--- src/rtl/fsm_dispatch_controller_if.sv ---
// Shared handshake and datapath bundle between the dispatch controller and its environment.
// master = the dispatch controller (bus owner); slave = instruction source, units and datapath.
interface fsm_dispatch_controller_if;
  // Instruction handshake
  logic        instr_valid;
  logic        instr_ready;
  logic [15:0] instr;
  logic [15:0] immediate;

  // Latched instruction fields broadcast to the units
  logic [3:0]  opcode;
  logic [5:0]  param1;
  logic [5:0]  param2;
  logic [15:0] immediate_q;

  // Unit control
  logic [1:0]  FSM_start;
  logic [1:0]  unit_done;
  logic [1:0]  unit_abort;

  // Per-unit control bundles and unit 1's bus drive
  logic [14:0] u0_ctrl;
  logic [14:0] u1_ctrl;
  logic [15:0] u1_bus_output;

  // Muxed shared datapath enables
  logic        bus_register_input_en;
  logic        bus_register_out_en;
  logic [5:0]  register_addr;
  logic        latched_bus1_en;
  logic        latched_bus2_en;
  logic        alu_bus_out_en;
  logic [3:0]  alu_control;
  logic [15:0] FSM_bus_output;

  // Status
  logic        instr_done;
  logic        err_timeout;
  logic        halted;
  logic [15:0] instr_count;
  logic [2:0]  state_dbg;

  modport master (
    input  instr_valid,
    input  instr,
    input  immediate,
    input  unit_done,
    input  u0_ctrl,
    input  u1_ctrl,
    input  u1_bus_output,
    output instr_ready,
    output opcode,
    output param1,
    output param2,
    output immediate_q,
    output FSM_start,
    output unit_abort,
    output bus_register_input_en,
    output bus_register_out_en,
    output register_addr,
    output latched_bus1_en,
    output latched_bus2_en,
    output alu_bus_out_en,
    output alu_control,
    output FSM_bus_output,
    output instr_done,
    output err_timeout,
    output halted,
    output instr_count,
    output state_dbg
  );

  modport slave (
    output instr_valid,
    output instr,
    output immediate,
    output unit_done,
    output u0_ctrl,
    output u1_ctrl,
    output u1_bus_output,
    input  instr_ready,
    input  opcode,
    input  param1,
    input  param2,
    input  immediate_q,
    input  FSM_start,
    input  unit_abort,
    input  bus_register_input_en,
    input  bus_register_out_en,
    input  register_addr,
    input  latched_bus1_en,
    input  latched_bus2_en,
    input  alu_bus_out_en,
    input  alu_control,
    input  FSM_bus_output,
    input  instr_done,
    input  err_timeout,
    input  halted,
    input  instr_count,
    input  state_dbg
  );
endinterface

--- src/rtl/fsm_dispatch_controller.sv ---
// Dispatch sequencer: accepts one instruction, starts unit 0 or 1, owns the shared datapath bus.
// Optional watchdog on the WAIT state is enabled by defining DISPATCH_TIMEOUT_EN.
//
// Handshake: an instruction transfers on the rising edge where instr_valid && instr_ready;
// instr_ready is high only in IDLE and instr/immediate are sampled at that edge.
module fsm_dispatch_controller #(
  parameter int unsigned TIMEOUT_CYCLES = 64
) (
  input logic                       clock,
  input logic                       reset,
  fsm_dispatch_controller_if.master bus
);

  typedef enum logic [2:0] {
    S_IDLE  = 3'd0,
    S_START = 3'd1,
    S_WAIT  = 3'd2,
    S_DONE  = 3'd3,
    S_HALT  = 3'd4
  } state_t;

  state_t      state;
  state_t      state_next;

  logic        unit_sel;
  logic [3:0]  opcode_q;
  logic [5:0]  param1_q;
  logic [5:0]  param2_q;
  logic [15:0] immediate_q;
  logic [15:0] count_q;

  logic [3:0]  dec_opcode;
  logic        accept;
  logic        on_bus;
  logic        sel_done;
  logic        timeout_hit;
  logic [14:0] sel_ctrl;
  logic [14:0] bus_ctrl;

  assign dec_opcode = bus.instr[15:12];
  assign accept     = bus.instr_valid && (state == S_IDLE);
  assign sel_done   = bus.unit_done[unit_sel];
  assign on_bus     = (state == S_START) || (state == S_WAIT);

  // ---------------------------------------------------------------------------
  // Watchdog
  // ---------------------------------------------------------------------------
`ifdef DISPATCH_TIMEOUT_EN
  localparam logic [7:0] WD_LAST = 8'(TIMEOUT_CYCLES - 1);

  logic [7:0] wd_count;
  logic [1:0] abort_q;
  logic       err_q;

  // A done in the same cycle as the limit wins, so the hit is qualified by !sel_done.
  assign timeout_hit = (state == S_WAIT) && !sel_done && (wd_count == WD_LAST);

  always_ff @(posedge clock or negedge reset) begin
    if (!reset) begin
      wd_count <= 8'd0;
      abort_q  <= 2'b00;
      err_q    <= 1'b0;
    end else begin
      if (state == S_START) begin
        wd_count <= 8'd0;
      end else if (state == S_WAIT) begin
        wd_count <= wd_count + 8'd1;
      end
      abort_q <= timeout_hit ? (unit_sel ? 2'b10 : 2'b01) : 2'b00;
      if (timeout_hit) begin
        err_q <= 1'b1;
      end
    end
  end

  assign bus.unit_abort  = abort_q;
  assign bus.err_timeout = err_q;
`else
  localparam int unsigned unused_timeout_cycles = TIMEOUT_CYCLES;

  assign timeout_hit     = 1'b0;
  assign bus.unit_abort  = 2'b00;
  assign bus.err_timeout = 1'b0;
`endif

  // ---------------------------------------------------------------------------
  // FSM state register
  // ---------------------------------------------------------------------------
  always_ff @(posedge clock or negedge reset) begin
    if (!reset) begin
      state <= S_IDLE;
    end else begin
      state <= state_next;
    end
  end

  // ---------------------------------------------------------------------------
  // FSM next state
  // ---------------------------------------------------------------------------
  always_comb begin
    state_next = state;
    unique case (state)
      S_IDLE: begin
        if (accept) begin
          if (dec_opcode == 4'h0) begin
            state_next = S_DONE;
          end else if (dec_opcode == 4'hF) begin
            state_next = S_HALT;
          end else begin
            state_next = S_START;
          end
        end
      end
      // Done during START is ignored; the unit cannot legitimately finish before it starts.
      S_START: state_next = S_WAIT;
      S_WAIT: begin
        if (sel_done || timeout_hit) begin
          state_next = S_DONE;
        end
      end
      S_DONE:  state_next = S_IDLE;
      S_HALT:  state_next = S_HALT;
      default: state_next = S_IDLE;
    endcase
  end

  // ---------------------------------------------------------------------------
  // Instruction latch and retire counter
  // ---------------------------------------------------------------------------
  always_ff @(posedge clock or negedge reset) begin
    if (!reset) begin
      unit_sel    <= 1'b0;
      opcode_q    <= 4'h0;
      param1_q    <= 6'h00;
      param2_q    <= 6'h00;
      immediate_q <= 16'h0000;
      count_q     <= 16'h0000;
    end else begin
      if (accept) begin
        unit_sel    <= dec_opcode[3];
        opcode_q    <= dec_opcode;
        param1_q    <= bus.instr[11:6];
        param2_q    <= bus.instr[5:0];
        immediate_q <= bus.immediate;
      end
      if (state == S_DONE) begin
        count_q <= count_q + 16'd1;
      end
    end
  end

  // ---------------------------------------------------------------------------
  // Bus mux: only the selected unit, and only in START/WAIT (break-before-make)
  // ---------------------------------------------------------------------------
  always_comb begin
    sel_ctrl = unit_sel ? bus.u1_ctrl : bus.u0_ctrl;
    bus_ctrl = on_bus ? sel_ctrl : 15'h0000;
  end

  assign bus.bus_register_input_en = bus_ctrl[14];
  assign bus.bus_register_out_en   = bus_ctrl[13];
  assign bus.register_addr         = bus_ctrl[12:7];
  assign bus.latched_bus1_en       = bus_ctrl[6];
  assign bus.latched_bus2_en       = bus_ctrl[5];
  assign bus.alu_bus_out_en        = bus_ctrl[4];
  assign bus.alu_control           = bus_ctrl[3:0];
  assign bus.FSM_bus_output        = (on_bus && unit_sel) ? bus.u1_bus_output : 16'h0000;

  // ---------------------------------------------------------------------------
  // Status and handshake outputs
  // ---------------------------------------------------------------------------
  assign bus.FSM_start   = (state == S_START) ? (unit_sel ? 2'b10 : 2'b01) : 2'b00;
  assign bus.instr_ready = (state == S_IDLE);
  assign bus.instr_done  = (state == S_DONE);
  assign bus.halted      = (state == S_HALT);
  assign bus.instr_count = count_q;
  assign bus.opcode      = opcode_q;
  assign bus.param1      = param1_q;
  assign bus.param2      = param2_q;
  assign bus.immediate_q = immediate_q;
  assign bus.state_dbg   = state;

endmodule

--- src/flat_wrapper.sv ---
// flat-port wrapper written by rule: the top's interface ports become plain ports
module fsm_dispatch_controller_flat 
#(
  parameter int unsigned TIMEOUT_CYCLES = 64
)
  (clock, reset, bus_instr_valid, bus_instr, bus_immediate, bus_unit_done, bus_u0_ctrl, bus_u1_ctrl, bus_u1_bus_output, bus_instr_ready, bus_opcode, bus_param1, bus_param2, bus_immediate_q, bus_FSM_start, bus_unit_abort, bus_bus_register_input_en, bus_bus_register_out_en, bus_register_addr, bus_latched_bus1_en, bus_latched_bus2_en, bus_alu_bus_out_en, bus_alu_control, bus_FSM_bus_output, bus_instr_done, bus_err_timeout, bus_halted, bus_instr_count, bus_state_dbg);
  fsm_dispatch_controller_if bus_i ();
  input logic clock;
  input logic reset;
  input wire logic [$bits(bus_i.instr_valid)-1:0] bus_instr_valid;
  input wire logic [$bits(bus_i.instr)-1:0] bus_instr;
  input wire logic [$bits(bus_i.immediate)-1:0] bus_immediate;
  input wire logic [$bits(bus_i.unit_done)-1:0] bus_unit_done;
  input wire logic [$bits(bus_i.u0_ctrl)-1:0] bus_u0_ctrl;
  input wire logic [$bits(bus_i.u1_ctrl)-1:0] bus_u1_ctrl;
  input wire logic [$bits(bus_i.u1_bus_output)-1:0] bus_u1_bus_output;
  output wire logic [$bits(bus_i.instr_ready)-1:0] bus_instr_ready;
  output wire logic [$bits(bus_i.opcode)-1:0] bus_opcode;
  output wire logic [$bits(bus_i.param1)-1:0] bus_param1;
  output wire logic [$bits(bus_i.param2)-1:0] bus_param2;
  output wire logic [$bits(bus_i.immediate_q)-1:0] bus_immediate_q;
  output wire logic [$bits(bus_i.FSM_start)-1:0] bus_FSM_start;
  output wire logic [$bits(bus_i.unit_abort)-1:0] bus_unit_abort;
  output wire logic [$bits(bus_i.bus_register_input_en)-1:0] bus_bus_register_input_en;
  output wire logic [$bits(bus_i.bus_register_out_en)-1:0] bus_bus_register_out_en;
  output wire logic [$bits(bus_i.register_addr)-1:0] bus_register_addr;
  output wire logic [$bits(bus_i.latched_bus1_en)-1:0] bus_latched_bus1_en;
  output wire logic [$bits(bus_i.latched_bus2_en)-1:0] bus_latched_bus2_en;
  output wire logic [$bits(bus_i.alu_bus_out_en)-1:0] bus_alu_bus_out_en;
  output wire logic [$bits(bus_i.alu_control)-1:0] bus_alu_control;
  output wire logic [$bits(bus_i.FSM_bus_output)-1:0] bus_FSM_bus_output;
  output wire logic [$bits(bus_i.instr_done)-1:0] bus_instr_done;
  output wire logic [$bits(bus_i.err_timeout)-1:0] bus_err_timeout;
  output wire logic [$bits(bus_i.halted)-1:0] bus_halted;
  output wire logic [$bits(bus_i.instr_count)-1:0] bus_instr_count;
  output wire logic [$bits(bus_i.state_dbg)-1:0] bus_state_dbg;
  assign bus_i.instr_valid = bus_instr_valid;
  assign bus_i.instr = bus_instr;
  assign bus_i.immediate = bus_immediate;
  assign bus_i.unit_done = bus_unit_done;
  assign bus_i.u0_ctrl = bus_u0_ctrl;
  assign bus_i.u1_ctrl = bus_u1_ctrl;
  assign bus_i.u1_bus_output = bus_u1_bus_output;
  assign bus_instr_ready = bus_i.instr_ready;
  assign bus_opcode = bus_i.opcode;
  assign bus_param1 = bus_i.param1;
  assign bus_param2 = bus_i.param2;
  assign bus_immediate_q = bus_i.immediate_q;
  assign bus_FSM_start = bus_i.FSM_start;
  assign bus_unit_abort = bus_i.unit_abort;
  assign bus_bus_register_input_en = bus_i.bus_register_input_en;
  assign bus_bus_register_out_en = bus_i.bus_register_out_en;
  assign bus_register_addr = bus_i.register_addr;
  assign bus_latched_bus1_en = bus_i.latched_bus1_en;
  assign bus_latched_bus2_en = bus_i.latched_bus2_en;
  assign bus_alu_bus_out_en = bus_i.alu_bus_out_en;
  assign bus_alu_control = bus_i.alu_control;
  assign bus_FSM_bus_output = bus_i.FSM_bus_output;
  assign bus_instr_done = bus_i.instr_done;
  assign bus_err_timeout = bus_i.err_timeout;
  assign bus_halted = bus_i.halted;
  assign bus_instr_count = bus_i.instr_count;
  assign bus_state_dbg = bus_i.state_dbg;
  fsm_dispatch_controller #(.TIMEOUT_CYCLES(TIMEOUT_CYCLES)) u_core (.clock(clock), .reset(reset), .bus(bus_i));
endmodule
--- config.mk ---
export PLATFORM = sky130hd
export DESIGN_NAME = fsm_dispatch_controller_flat
export DESIGN_NICKNAME = d
export VERILOG_FILES = /design/src/rtl/fsm_dispatch_controller_if.sv /design/src/rtl/fsm_dispatch_controller.sv /design/src/flat_wrapper.sv
export SDC_FILE = /design/constraint.sdc
export NUM_CORES = 1
export LEC_CHECK = 0
export ABC_AREA = 1
export BUFFER_PORTS_ARGS = -buffer_cell sky130_fd_sc_hd__buf_4
export CAP_MARGIN = 20
export CORE_UTILIZATION = 47
export CTS_CLUSTER_DIAMETER = 200
export DETAILED_ROUTE_END_ITERATION = 6
export GPL_ROUTABILITY_DRIVEN = 0
export PLACE_DENSITY = 0.92
export SYNTH_ARGS = -nofsm -noshare
export SYNTH_HDL_FRONTEND = slang
export SYNTH_SLANG_ARGS = --single-unit
--- constraint.sdc ---
create_clock -name clock -period 2.92 [get_ports clock]
set_input_delay 0.438 -clock clock [delete_from_list [all_inputs] [get_ports clock]]
set_output_delay 0.438 -clock clock [all_outputs]
set_load 0.02 [all_outputs]
== Yosys cells after proc, flatten, opt, wreduce, memory -nomap -nowiden ==
Index checks and enable logic that the tools add are counted.

* Bits in registers: 52
* Output and inout bits: 90

* Add/subtract/negate cells: 1
* Magnitude comparators: 1
* Eq/ne operators: 7
* Mux-type cells: 12
* Reductions and logical operators: 6

{| class="wikitable"
|+ Operator list
! operator !! count
|-
| $mux 15 || 2
|-
| $add 16x1->16 const B || 1
|-
| $mux 16 || 1
|-
| $mux 3 || 4
|-
| $pmux 3 s4 || 1
|-
| $eq 3x2->1 const B || 2
|-
| $eq 4x4->1 const B || 1
|-
| $logic_not 4->1 || 1
|-
| $mux 2 || 2
|-
| $ne 2x1->1 const B || 2
|-
| $eq 3x1->1 const B || 1
|-
| $eq 3x3->1 const B || 1
|-
| $logic_not 3->1 || 1
|-
| $logic_and 1x1->1 || 2
|-
| $lt 1x2->1 const B || 1
|-
| $mux 1 || 2
|-
| $reduce_and 2->1 || 1
|-
| $logic_or 1x1->1 || 1
|}

== Depth between registers and ports, before layout ==
Gate-level depths: netlist of run 1.

* Depth in word-level cells: 5
* Mapped depth: 9
* Gate-level depth less buffers: 9

== Worst setup path after synthesis of run 1 ==
OpenSTA, ideal clock, no wires.

* Path type: reg-to-output
* Start: reg u_core.state[2] (netlist: u_core.bus.state_dbg[2])
* End: out bus_FSM_bus_output[10]
* Data arrival time: 1.368 ns
* Required time: 2.482 ns
* Path slack: 1.114 ns
* Stages on the path, launching flop included: 7
* Path buffers: 1
* Path through: dfrtp_1 > inv_2 > nand3_1 > nand2_4 > nand2_4 > buf_12 > nor2_2

* Cells in the longest elaborated chain, start to end: 4

{| class="wikitable"
|+ Ends and longest elaborated chain
! element !! RTL line !! source
|-
| from (decl) || fsm_dispatch_controller.sv:22 || <nowiki>state_t state;</nowiki>
|-
| from (signal assigned) || fsm_dispatch_controller.sv:93 || <nowiki>state <= state_next;</nowiki>
|-
| $eq 3x1->1 / $eq 3x2->1 (equally long branches) || fsm_dispatch_controller.sv:43 || <nowiki>assign on_bus = (state == S_START) || (state == S_WAIT);</nowiki>
|-
| $logic_or 1x1->1 * || fsm_dispatch_controller.sv:43 ||
|-
| $logic_and 1x1->1 * || fsm_dispatch_controller.sv:167 || <nowiki>assign bus.FSM_bus_output = (on_bus && unit_sel) ? bus.u1_bus_output : 16'h0000;</nowiki>
|-
| $mux 16 * || fsm_dispatch_controller.sv:167 ||
|-
| to (decl) || flat_wrapper.sv:31 || <nowiki>output wire logic [$bits(bus_i.FSM_bus_output)-1:0] bus_FSM_bus_output;</nowiki>
|}

Every way passes the cells marked *; elsewhere a longest branch is shown, timed or not.

== Worst setup path after layout of run 1 ==
* Start: reg u_core.state[2] (netlist: u_core.bus.state_dbg[2])
* End: out bus_FSM_bus_output[4]

The elaborated chain is that of the path after synthesis.

==> load_flow_metrics.sql, run 1 <==
INSERT INTO impl_metrics (metric_group, metric, value, unit) VALUES
('synth', 'ys_seq_elements', '51', ''),
('clocking', 'clock_insertion_delay_worst_skew', '0.30', 'ns'),
('hold_path', 'hp-class', 'in -> async', ''),
('timing', 'setup_viol_count_final', '0', ''),
('clocking', 'clock_sinks', '51', ''),
('power_and_ir_drop', 'power_density', '924', 'nW/um^2'),
('power_and_ir_drop', 'p_leak', '2.56', 'nW'),
('placement', 'place_area', '4110', 'sq um'),
('clocking', 'post_cts_hold_buffer_count', '0', ''),
('detailed_routing', 'routed_wl', '7.84', 'mm'),
('finish', 'final_area', '4210', 'sq um'),
('worst_setup_path', 'worst_setup_path_end_kind', 'output port', ''),
('clocking', 'post_cts_buffers', '0', ''),
('placement', 'io_buffer_count', '169', ''),
('placement', 'dpl.hpwl', '6.17', 'mm'),
('floorplanning', 'placementRows', '28', ''),
('finish', 'layoutNonFillerInstCount', '632', ''),
('clocking', 'cts-resized-gates', '0', ''),
('clocking', 'cts_tree', 'yes', ''),
('grt', 'initial_antenna_violation_count', '0', ''),
('timing', 'timing.final.hold_violations', '0', ''),
('synth', 'synth_edf_count', '0', ''),
('worst_setup_path', 'worst_r2r_path_depth', '6', ''),
('timing', 'max_slew_margin', '0.584', ''),
('outcome', 'run_status', 'complete, no violations', ''),
('floorplanning', 'die_h', '79.9', 'um'),
('timing', 'period_needed', '2.26', 'ns'),
('detailed_routing', 'drc_violation_total_after_the_first_tritonroute_iteration', '125', ''),
('synth', 'synth_async_sr_flop_share', '1.00', ''),
('timing', 'fin_ws', '0.661', 'ns'),
('floorplanning', 'design.die.area', '6390', 'sq um'),
('worst_setup_path', 'worstPathMaxFanout', '17', ''),
('synth', 'postSynthAreaPerCell', '7.24', 'sq um'),
('power_and_ir_drop', 'worst_vdd_ir', '0.611', 'mV'),
('clocking', 'clock_tree.htree_level_count', '2', ''),
('grt', 'via_count_of_the_first_global_routing_pass', '2841', ''),
('clocking', 'cts_buffers', '5', ''),
('floorplanning', 'chipWidth', '79.9', 'um'),
('synth', 'syn_area', '2850', 'sq um'),
('timing', 'max_freq', '443', 'MHz'),
('finish', 'syn_to_final_growth', '47.3', '%'),
('synth', 'yosys_most_used_dff', 'dfrtp_1', ''),
('clocking', 'clk_pin_slew_worst_paths', '0.10', 'ns'),
('floorplanning', 'io_pins', '173', ''),
('clocking', 'ctsRootBufferMaster', 'clkbuf_8', ''),
('detailed_routing', 'drc_errors', '0', ''),
('flow_run', 'maxCapViolCount', '0', ''),
('worst_setup_path', 'arrival', '1.82', 'ns'),
('detailed_routing', 'drtAntennaViolNets', '0', ''),
('worst_setup_path', 'worst-endpoint-required', '2.48', 'ns'),
('timing', 'final.period_utilization', '0.774', ''),
('synth', 'synth_cell_types', '28', ''),
('placement', 'place.detailed.instances', '624', ''),
('grt', 'global_route_wire_length_before_repair', '12.3', 'mm'),
('finish', 'layout.nets', '640', ''),
('grt', 'grt_usage', '0.249', ''),
('synth', 'yosys_warning_count', '0', ''),
('worst_setup_path', 'worst_setup_path_start_kind', 'register', ''),
('grt', 'sum_of_overflow_across_all_layers_after_global_routing', '0', ''),
('grt', 'grt_start_max_net_pins', '52', ''),
('detailed_routing', 'dr.pass1.iters', '4', ''),
('clocking', 'cts_buffer_depth', '2', ''),
('timing', 'grt_setup_unrepaired', 'no', ''),
('timing', 'slew_viol_final', '0', ''),
('detailed_routing', 'vias', '2990', ''),
('timing', 'totalNegativeSetupSlack', '0', 'ns'),
('placement', 'pre_cts_slack', '1.01', 'ns'),
('finish', 'drive_above_1_share', '0.366', ''),
('timing', 'clock_skew', '0.00387', 'ns'),
('detailed_routing', 'routed_wire_length_per_instance', '12.4', 'um'),
('synth', 'yosysSeqAreaShare', '0.447', ''),
('floorplanning', 'placeableCoreArea', '5890', 'sq um'),
('finish', 'insertedDiodeCount', '0', ''),
('floorplanning', 'initial_core_util', '0.485', ''),
('worst_setup_path', 'timing.setup.critical_path_class', 'reg -> out', ''),
('finish', 'filler_cell_count', '462', ''),
('detailed_routing', 'routed_via_count_divided_by_cell_count', '4.73', ''),
('synth', 'postSynthCellCount', '394', ''),
('timing', 'timing_worst_slew_pin_value', '0.625', 'ns');
-- registers in the layout, indices dropped and copies added (netlist names) --
name,cells
u_core.bus.opcode,3
u_core.bus.immediate_q,16
u_core.bus.state_dbg,3
u_core.bus.param1,6
u_core.bus.instr_count,16
u_core.unit_sel,1
u_core.bus.param2,6
-- kinds of logic after synthesis --
kind of cell             Yosys count  share of synthesized area
AND/OR/NAND/NOR                  253                      0.388
buffers and inverters             71                      0.114
flip-flops                        51                      0.447
XOR/XNOR                          11                     0.0338
AO/OA/AOI/OAI                      6                     0.0114
adder cells (fa/ha/maj)            1                    0.00438
other                              1                    0.00131
-- Yosys cell counts (2+ instances only) --
cell type,instances,area [sq um]
dfrtp_1,51,1280
inv_2,2,7.51
inv_1,50,188
nor2_4,2,22.5
nand3_1,42,210
buf_2,7,35.0
buf_4,7,52.6
clkbuf_1,2,7.51
xor2_1,7,61.3
nand2_2,2,12.5
o21ai_0,3,15.0
xnor2_1,4,35.0
nand2_1,158,593
nor2_1,23,86.3
nor2_2,15,93.8
nand2_4,3,33.8
nor3_1,5,25.0
-- path summary, 6_finish.rpt --
check | endpoint | slack (ns) | start
max | bus_FSM_bus_output[4] | 0.66 | u_core.bus.state_dbg[2]
min | u_core.bus.param2[1] | 0.14 | reset
max reg2reg | u_core.bus.opcode[0] | 1.33 | u_core.bus.state_dbg[0]
min reg2reg | u_core.bus.immediate_q[3] | 0.48 | u_core.bus.immediate_q[3]
max in group asynchronous | u_core.bus.opcode[2] | 2.36 | reset
min in group clock | u_core.bus.immediate_q[4] | 0.36 | bus_immediate[4]
-- worst max-delay path: stages (launching register included) --
cell,delay (ns)
dfrtp_1,0.48
inv_2,0.13
nand3_1,0.16
nand2_4,0.23
nand2_4,0.18
nor2_1,0.17
buf_4,0.16
-- through the flow --
step	utilization	power, mW	hold slack [ns]
after detailed placement	0.699	3.49	0.460
after CTS	0.714	3.92	0.162
after floorplan	-	2.58	0.142
after global placement	0.699	3.44	0.456
after global routing	0.714	4.18	0.184
final	0.714	3.89	0.142
-- placed cells by master, fill, tap and decap left out, types with 3 or more instances in the layout --
master	instances
nand2_1	158
nor3_1	5
o21ai_0	3
xor2_1	7
nor2_1	23
nor2_2	15
dfrtp_1	51
nand2_4	3
inv_1	50
nand3_1	42
xnor2_1	4
clkbuf_8	5
buf_4	171
conb_1	3
-- metal layers --
| layer | vias to the layer above | wire length [um] | track usage |
|---|---|---|---|
| li1 | 1498 | - | - |
| met1 | 1346 | 2980 | 0.259 |
| met2 | 129 | 4000 | 0.473 |
| met3 | 17 | 646 | 0.0629 |
| met4 | 0 | 212 | 0.0929 |
| met5 | - | 0 | 0 |
-- power breakdown --
part,total [mW],internal (mW),switching [mW]
registers,1.16,0.963,0.196
logic,2.31,0.897,1.41
clock network,0.416,0.173,0.243
-- area by class of cell --
cell class                      instances  area [sq um]  area share
Timing Repair Buffer                  171          1280       0.305
Sequential cell                        51          1280       0.303
Multi-Input combinational cell        274          1260       0.300
Inverter                               53           199      0.0473
Tap cell                               75          93.8      0.0223
Clock buffer                            5          68.8      0.0164
Clock inverter                          3          23.8     0.00565
Note: power is estimated with default switching activity, not from simulation.
==> run 2: changes to the inputs <==
--- a/config.mk
+++ b/config.mk
@@ -8,11 +8,11 @@
 export ABC_AREA = 1
 export BUFFER_PORTS_ARGS = -buffer_cell sky130_fd_sc_hd__buf_4
 export CAP_MARGIN = 20
-export CORE_UTILIZATION = 47
+export CORE_UTILIZATION = 39
 export CTS_CLUSTER_DIAMETER = 200
 export DETAILED_ROUTE_END_ITERATION = 6
 export GPL_ROUTABILITY_DRIVEN = 0
-export PLACE_DENSITY = 0.92
+export PLACE_DENSITY = 0.82
 export SYNTH_ARGS = -nofsm -noshare
 export SYNTH_HDL_FRONTEND = slang
 export SYNTH_SLANG_ARGS = --single-unit
==> constraint.sdc (replaced) <==
create_clock -name clock -period 2 [get_ports clock]
set_input_delay 0.3 -clock clock [delete_from_list [all_inputs] [get_ports clock]]
set_output_delay 0.3 -clock clock [all_outputs]
set_load 0.02 [all_outputs]
==> run 2 against run 1 <==
Core utilization is 10 points lower. Via count is 1.3% lower. Global-route usage is 5.2 points lower. Critical endpoint is now bus_bus_register_out_en. Count of clock-buffer cells in the layout is 1 higher. Clock power is 48% higher. Clock skew is 0.012 ns higher. First-iteration DRC count is 23% lower.
==> load_flow_metrics.sql, run 2 (same netlist as run 1, synthesis figures left out) <==
INSERT INTO impl_metrics (metric_group, metric, value, unit) VALUES
('worst_setup_path', 'startpoint', 'u_core.bus.state_dbg[2]', ''),
('clocking', 'clock_tree.htree_level_count', '2', ''),
('worst_setup_path', 'worst-endpoint-required', '1.70', 'ns'),
('floorplanning', 'io_pins', '173', ''),
('floorplanning', 'chipWidth', '87.5', 'um'),
('clocking', 'clock_sinks', '51', ''),
('placement', 'pre_cts_slack', '0.259', 'ns'),
('flow_run', 'maxCapViolCount', '0', ''),
('detailed_routing', 'dr.pass1.iters', '4', ''),
('timing', 'grt_setup_unrepaired', 'no', ''),
('clocking', 'cts_buffers', '5', ''),
('worst_setup_path', 'max_stage_delay', '0.46', 'ns'),
('timing', 'setup_viol_count_final', '0', ''),
('worst_setup_path', 'timing.setup.critical_path_class', 'reg -> out', ''),
('finish', 'syn_to_final_growth', '49.2', '%'),
('placement', 'place.detailed.instances', '645', ''),
('grt', 'grt_usage', '0.197', ''),
('floorplanning', 'die_h', '87.5', 'um'),
('hold_path', 'hp-class', 'in -> async', ''),
('timing', 'max_freq', '540', 'MHz'),
('timing', 'timing.final.hold_violations', '0', ''),
('grt', 'global_route_wire_length_before_repair', '12.0', 'mm'),
('finish', 'layout.nets', '642', ''),
('clocking', 'ctsRootBufferMaster', 'clkbuf_8', ''),
('detailed_routing', 'drtAntennaViolNets', '0', ''),
('worst_setup_path', 'worst_r2r_path_depth', '6', ''),
('clocking', 'clock_insertion_delay_worst_skew', '0.30', 'ns'),
('timing', 'slew_viol_final', '0', ''),
('finish', 'layout.cells.most_common', 'buf_4', ''),
('worst_setup_path', 'worstPathCellList', 'inv_2 > nand3_2 > nand2_4 > buf_4 > nand2_1 > inv_1 > buf_4', ''),
('detailed_routing', 'routed_wl', '7.68', 'mm'),
('finish', 'sequential_cell_area', '1280', 'sq um'),
('power_and_ir_drop', 'power_density', '1340', 'nW/um^2'),
('timing', 'max_slew_margin', '0.574', ''),
('timing', 'fin_ws', '0.149', 'ns'),
('grt', 'initial_antenna_violation_count', '0', ''),
('clocking', 'cts_tree', 'yes', ''),
('floorplanning', 'placeableCoreArea', '6940', 'sq um'),
('floorplanning', 'initial_core_util', '0.411', ''),
('clocking', 'post_cts_hold_buffer_count', '0', ''),
('timing', 'totalNegativeSetupSlack', '0', 'ns'),
('finish', 'filler_cell_count', '640', ''),
('placement', 'io_buffer_count', '169', ''),
('worst_setup_path', 'slowest_stage', 'dfrtp_2', ''),
('finish', 'multi_input_area', '1270', 'sq um'),
('clocking', 'clk_pin_slew_worst_paths', '0.10', 'ns'),
('power_and_ir_drop', 'p_leak', '2.57', 'nW'),
('worst_setup_path', 'worst_setup_path_start_kind', 'register', ''),
('timing', 'clock_skew', '0.0161', 'ns'),
('detailed_routing', 'drc_errors', '0', ''),
('detailed_routing', 'vias', '2952', ''),
('detailed_routing', 'routed_via_count_divided_by_cell_count', '4.51', ''),
('floorplanning', 'design.die.area', '7660', 'sq um'),
('timing', 'period_needed', '1.85', 'ns'),
('finish', 'most_used_cells_in_the_layout_excluding_fill_and_tap_cells', '173 x buf_4, 158 x nand2_1, 50 x inv_1, 48 x dfrtp_1, 40 x nand3_1', ''),
('finish', 'insertedDiodeCount', '0', ''),
('clocking', 'cts_buffer_depth', '2', ''),
('grt', 'sum_of_overflow_across_all_layers_after_global_routing', '0', ''),
('worst_setup_path', 'worst_setup_path_end_kind', 'output port', ''),
('timing', 'timing_worst_slew_pin_value', '0.639', 'ns'),
('worst_setup_path', 'worstPathMaxFanout', '12', ''),
('power_and_ir_drop', 'worst_vdd_ir', '0.674', 'mV'),
('worst_setup_path', 'worstReg2RegStart', 'u_core.bus.state_dbg[1]', ''),
('worst_setup_path', 'setup.reg_to_reg.worst_slack', '0.52', 'ns'),
('finish', 'drive_above_1_share', '0.376', ''),
('finish', 'final_area', '4260', 'sq um'),
('worst_setup_path', 'timing.critical_path.to', 'bus_bus_register_out_en', ''),
('detailed_routing', 'routed_wire_length_per_instance', '11.7', 'um'),
('grt', 'via_count_of_the_first_global_routing_pass', '2765', ''),
('worst_setup_path', 'cp_common_cell', 'buf_4', ''),
('worst_setup_path', 'arrival', '1.55', 'ns'),
('outcome', 'run_status', 'complete, no violations', ''),
('detailed_routing', 'drc_violation_total_after_the_first_tritonroute_iteration', '96', ''),
('finish', 'layoutNonFillerInstCount', '654', ''),
('floorplanning', 'placementRows', '30', ''),
('worst_setup_path', 'regToRegEndpoint', 'u_core.bus.immediate_q[5]', ''),
('placement', 'dpl.hpwl', '5.93', 'mm'),
('placement', 'place_area', '4140', 'sq um'),
('timing', 'final.period_utilization', '0.925', ''),
('grt', 'grt_start_max_net_pins', '52', '');
==> run 2: cell count changes in the layout (fill, tap and decap cells not counted), sizes merged <==
cell      change
clkinv        -1
buf           +2
clkinvlp      -1
clkbuf        +1
==> run 2: layer usage <==
metal | global-route usage | vias to the layer above | routed length [um]
li1 | - | 1500 | -
met1 | 0.218 | 1336 | 3010
met2 | 0.380 | 112 | 4060
met3 | 0.0462 | 4 | 564
met4 | 0.0417 | 0 | 48
met5 | 0 | - | 0
==> run 2: final cells by class <==
| class | instances | share of cell area |
|---|---|---|
| well taps | 96 | 0.0282 |
| flip-flops and latches | 51 | 0.301 |
| multi-input cells | 274 | 0.298 |
| clock buffers | 6 | 0.0194 |
| repair buffers | 173 | 0.305 |
| clock inverters | 1 | 0.00206 |
| inverters | 53 | 0.0467 |
==> run 2: worst min-delay path by stage <==
stage / cells after the start / slack, ns / endpoint / startpoint
2_1_floorplan: 0 / 0.004 / u_core.bus.immediate_q[0] / reset
3_3_place_gp: 1 / 0.36 / u_core.bus.instr_count[13] / reset
3_5_place_dp: 1 / 0.37 / u_core.bus.instr_count[14] / reset
4_1_cts: 1 / 0.03 / u_core.bus.instr_count[14] / reset
5_1_grt: 1 / 0.06 / u_core.bus.instr_count[14] / reset
6_report: 1 / 0.001 / u_core.bus.instr_count[14] / reset
==> run 2: what timing repair did <==
action / CTS / global route
pin swaps: 1 / 0
setup endpoints to repair: 16 / 26
gates resized for setup: 0 / 5
buffers inserted: 2 / 0
==> run 2: stage by stage <==
step / total power [mW] / hold slack, ns / utilization
2_1_floorplan: 3.77 / 0.00441 / -
3_3_place_gp: 5.02 / 0.363 / 0.596
3_5_place_dp: 5.10 / 0.370 / 0.596
4_1_cts: 5.78 / 0.0341 / 0.611
5_1_grt: 6.18 / 0.0582 / 0.613
6_report: 5.73 / 0.00136 / 0.613
==> run 2: power breakdown <==
group          switching [mW]  internal, mW
registers               0.283          1.41
logic                    2.06          1.35
clock network           0.336         0.279
==> run 2: critical path: cells and delay by family, from the launching register on <==
family,cells,cell delay [ns]
flops,1,0.46
simple gates,3,0.30
buf+inv,4,0.49
==> run 3: changes to the inputs <==
--- a/config.mk
+++ b/config.mk
@@ -5,11 +5,11 @@
 export SDC_FILE = /design/constraint.sdc
 export NUM_CORES = 1
 export LEC_CHECK = 0
-export ABC_AREA = 1
 export BUFFER_PORTS_ARGS = -buffer_cell sky130_fd_sc_hd__buf_4
 export CAP_MARGIN = 20
-export CORE_UTILIZATION = 39
+export CORE_UTILIZATION = 38
 export CTS_CLUSTER_DIAMETER = 200
+export CTS_CLUSTER_SIZE = 28
 export DETAILED_ROUTE_END_ITERATION = 6
 export GPL_ROUTABILITY_DRIVEN = 0
 export PLACE_DENSITY = 0.82
==> run 3 against run 2 <==
Worst hold slack gained 0.019 ns. Design area down 4.2%. Clock power shrank 6.0%. Routed wire length fell by 4.5%. Highest routed layer unchanged. Largest power group unchanged. Core utilization is 1.6 points lower. Clock skew fell by 0.0075 ns.
==> load_flow_metrics.sql, run 3 <==
INSERT INTO impl_metrics (metric_group, metric, value, unit) VALUES
('timing', 'totalNegativeSetupSlack', '0', 'ns'),
('detailed_routing', 'met3WireLength', '483', 'um'),
('clocking', 'clock_insertion_delay_worst_skew', '0.29', 'ns'),
('detailed_routing', 'drtAntennaViolNets', '0', ''),
('synth', 'yosysTopAreaCell', 'dfrtp_1', ''),
('synth', 'synth_xor_xnor_area_share', '0.0521', ''),
('synth', 'synth_top_family_by_area', 'multiplexers', ''),
('detailed_routing', 'routed.top_layer', 'met4', ''),
('floorplanning', 'placementRows', '30', ''),
('detailed_routing', 'routed_wire_length_per_instance', '15.4', 'um'),
('clocking', 'cts_buffer_depth', '2', ''),
('floorplanning', 'initial_core_util', '0.393', ''),
('grt', 'sum_of_overflow_across_all_layers_after_global_routing', '0', ''),
('floorplanning', 'die_h', '86.1', 'um'),
('synth', 'syn_area', '2690', 'sq um'),
('synth', 'synth_compound_gate_area_share', '0.0107', ''),
('power_and_ir_drop', 'power_density', '1540', 'nW/um^2'),
('detailed_routing', 'drc_violation_total_after_the_first_tritonroute_iteration', '66', ''),
('timing', 'clock_skew', '0.00861', 'ns'),
('timing', 'period_needed', '1.88', 'ns'),
('finish', 'layout.nets', '462', ''),
('worst_setup_path', 'worst_setup_path_start_kind', 'register', ''),
('power_and_ir_drop', 'worst_vdd_ir', '0.983', 'mV'),
('finish', 'syn_to_final_growth', '51.9', '%'),
('synth', 'most_common_library_cells_after_synthesis', '51 x dfrtp_1, 30 x mux2_4, 20 x nor2_1', ''),
('grt', 'global_route_wire_length_before_repair', '11.2', 'mm'),
('grt', 'grt_usage', '0.195', ''),
('synth', 'synth_cell_types', '35', ''),
('finish', 'final_area', '4080', 'sq um'),
('clocking', 'clock_tree.htree_level_count', '2', ''),
('worst_setup_path', 'worst-endpoint-required', '1.70', 'ns'),
('synth', 'synth_async_sr_flop_share', '1.00', ''),
('detailed_routing', 'routed_wl', '7.34', 'mm'),
('floorplanning', 'design.die.area', '7410', 'sq um'),
('detailed_routing', 'wl_met2', '3.88', 'mm'),
('grt', 'grt_start_max_net_pins', '52', ''),
('synth', 'synth_top_cells_by_area', 'dfrtp_1 47%, mux2_4 17%, mux2i_1 6.0%', ''),
('timing', 'timing.final.hold_violations', '0', ''),
('worst_setup_path', 'arrival', '1.58', 'ns'),
('synth', 'yosys_most_used_dff', 'dfrtp_1', ''),
('hold_path', 'hp-class', 'in -> async', ''),
('detailed_routing', 'vias', '2192', ''),
('synth', 'muxShareOfSynthArea', '0.236', ''),
('timing', 'max_slew_margin', '0.567', ''),
('clocking', 'clk_pin_slew_worst_paths', '0.09', 'ns'),
('grt', 'via_count_of_the_first_global_routing_pass', '2228', ''),
('flow_run', 'maxCapViolCount', '0', ''),
('synth', 'ys_seq_elements', '51', ''),
('timing', 'finalHoldWorstSlack', '0.0199', 'ns'),
('synth', 'yosysSeqAreaShare', '0.475', ''),
('outcome', 'run_status', 'complete, no violations', ''),
('timing', 'final.period_utilization', '0.941', ''),
('floorplanning', 'chipWidth', '86.1', 'um'),
('synth', 'yosys_warning_count', '0', ''),
('synth', 'synth_most_common_cell', 'dfrtp_1', ''),
('clocking', 'cts_buffers', '5', ''),
('synth', 'synth_simple_gate_area_share', '0.156', ''),
('detailed_routing', 'drc_errors', '0', ''),
('timing', 'timing_worst_slew_pin_value', '0.649', 'ns'),
('worst_setup_path', 'worstReg2RegStart', 'u_core.bus.state_dbg[2]', ''),
('synth', 'postSynthAreaPerCell', '12.6', 'sq um'),
('worst_setup_path', 'worstPathMaxFanout', '16', ''),
('placement', 'io_buffer_count', '169', ''),
('finish', 'layout.cells.most_common', 'buf_4', ''),
('power_and_ir_drop', 'p_leak', '2.19', 'nW'),
('synth', 'postSynthCellCount', '213', ''),
('worst_setup_path', 'timing.setup.critical_path_class', 'reg -> out', ''),
('floorplanning', 'placeableCoreArea', '6830', 'sq um'),
('floorplanning', 'io_pins', '173', ''),
('clocking', 'cts_tree', 'yes', ''),
('finish', 'most_used_cells_in_the_layout_excluding_fill_and_tap_cells', '171 x buf_4, 50 x dfrtp_1, 30 x mux2_4, 20 x nor2_1, 18 x and3_1', ''),
('detailed_routing', 'routedLengthMet1', '2.94', 'mm'),
('worst_setup_path', 'setup.reg_to_reg.worst_slack', '0.29', 'ns'),
('synth', 'synthAdderAreaFrac', '0.00466', ''),
('clocking', 'ctsRootBufferMaster', 'clkbuf_8', ''),
('synth', 'synth_edf_count', '0', ''),
('placement', 'dpl.hpwl', '5.66', 'mm'),
('detailed_routing', 'routed_via_count_divided_by_cell_count', '4.61', ''),
('clocking', 'clock_sinks', '51', ''),
('worst_setup_path', 'regToRegEndpoint', 'u_core.bus.immediate_q[6]', ''),
('placement', 'place_area', '3980', 'sq um'),
('finish', 'filler_cell_count', '603', ''),
('timing', 'slew_viol_final', '0', ''),
('detailed_routing', 'dr.pass1.iters', '4', ''),
('timing', 'grt_setup_unrepaired', 'no', ''),
('finish', 'finalCoreUtilization', '0.597', ''),
('timing', 'setup_viol_count_final', '0', ''),
('finish', 'insertedDiodeCount', '0', ''),
('timing', 'max_freq', '531', 'MHz'),
('finish', 'drive_above_1_share', '0.588', ''),
('worst_setup_path', 'worst_r2r_path_depth', '4', ''),
('power_and_ir_drop', 'report.power.total', '6.28', 'mW'),
('worst_setup_path', 'worst_setup_path_end_kind', 'output port', ''),
('grt', 'initial_antenna_violation_count', '0', ''),
('synth', 'post-synth-top-area-fraction', '0.475', '');
[run 3: cell count changes after synthesis, moves of 4 or more]
| cell | previous run | this run |
|---|---|---|
| and3_1 | 0 | 18 |
| nand3_1 | 42 | 6 |
| buf_2 | 7 | 3 |
| mux2i_1 | 0 | 16 |
| mux2_4 | 0 | 30 |
| inv_1 | 50 | 3 |
| xnor2_1 | 4 | 11 |
| nand2_1 | 158 | 9 |
| nor2_2 | 15 | 0 |
[run 3: worst max-delay path: stages (launching register included)]
cell	delay, ns
dfrtp_2	0.48
xor2_2	0.22
and2b_4	0.26
and3_1	0.18
buf_4	0.14
[run 3: what timing repair did]
item | 4_1_cts | 5_1_grt
setup buffers | 0 | 0
cloned | 0 | 0
endpoints found under the setup margin | 31 | 18
gates resized for setup | 3 | 2
hold buffers | 0 | 0
[run 3: kinds of logic after synthesis]
kind of cell    count (synthesis)
flops                          51
compound gates                  4
simple gates                   71
fa+ha+maj                       1
other cells                     1
mux                            48
buf+inv                        21
xor+xnor                       16
[run 3: worst max path at each step]
stage                                        from                         to  slack [ns]  cells after the start
after floorplan           u_core.bus.state_dbg[0]  u_core.bus.immediate_q[0]        0.15                      6
after global placement    u_core.bus.state_dbg[2]  u_core.bus.immediate_q[5]        0.31                      4
after global routing      u_core.bus.state_dbg[0]      bus_FSM_bus_output[7]       0.007                      4
final                     u_core.bus.state_dbg[0]     bus_FSM_bus_output[15]        0.12                      4
after CTS                 u_core.bus.state_dbg[0]     bus_FSM_bus_output[11]        0.03                      4
after detailed placement  u_core.bus.state_dbg[0]     bus_FSM_bus_output[11]        0.26                      4
[run 3: where the power goes]
group	internal (mW)	switching, mW	leakage (nW)
Combinational	1.95	2.00	1.51
Clock	0.245	0.332	0.0412
Sequential	1.43	0.325	0.631
[run 3: per-stage QoR]
step	setup slack, ns	std cells
5_1_grt	0.00742	475
2_1_floorplan	0.150	215
4_1_cts	0.0272	475
3_5_place_dp	0.259	467
6_report	0.118	475
3_3_place_gp	0.307	467
[run 3: final cells by class]
type / instances / area, sq um / share of cell area
Clock buffer: 6 / 72.6 / 0.0178
Clock inverter: 2 / 12.5 / 0.00307
Inverter: 4 / 15.0 / 0.00368
Multi-Input combinational cell: 143 / 1260 / 0.309
Sequential cell: 51 / 1280 / 0.313
Tap cell: 96 / 120 / 0.0294
Timing Repair Buffer: 173 / 1320 / 0.324
[run 3: per-layer routing]
layer  global-route usage  vias to the layer above
met2                0.354                      108
met5                    0                        -
met1                0.242                     1025
met3               0.0356                        4
met4               0.0394                        0
li1                     -                     1055
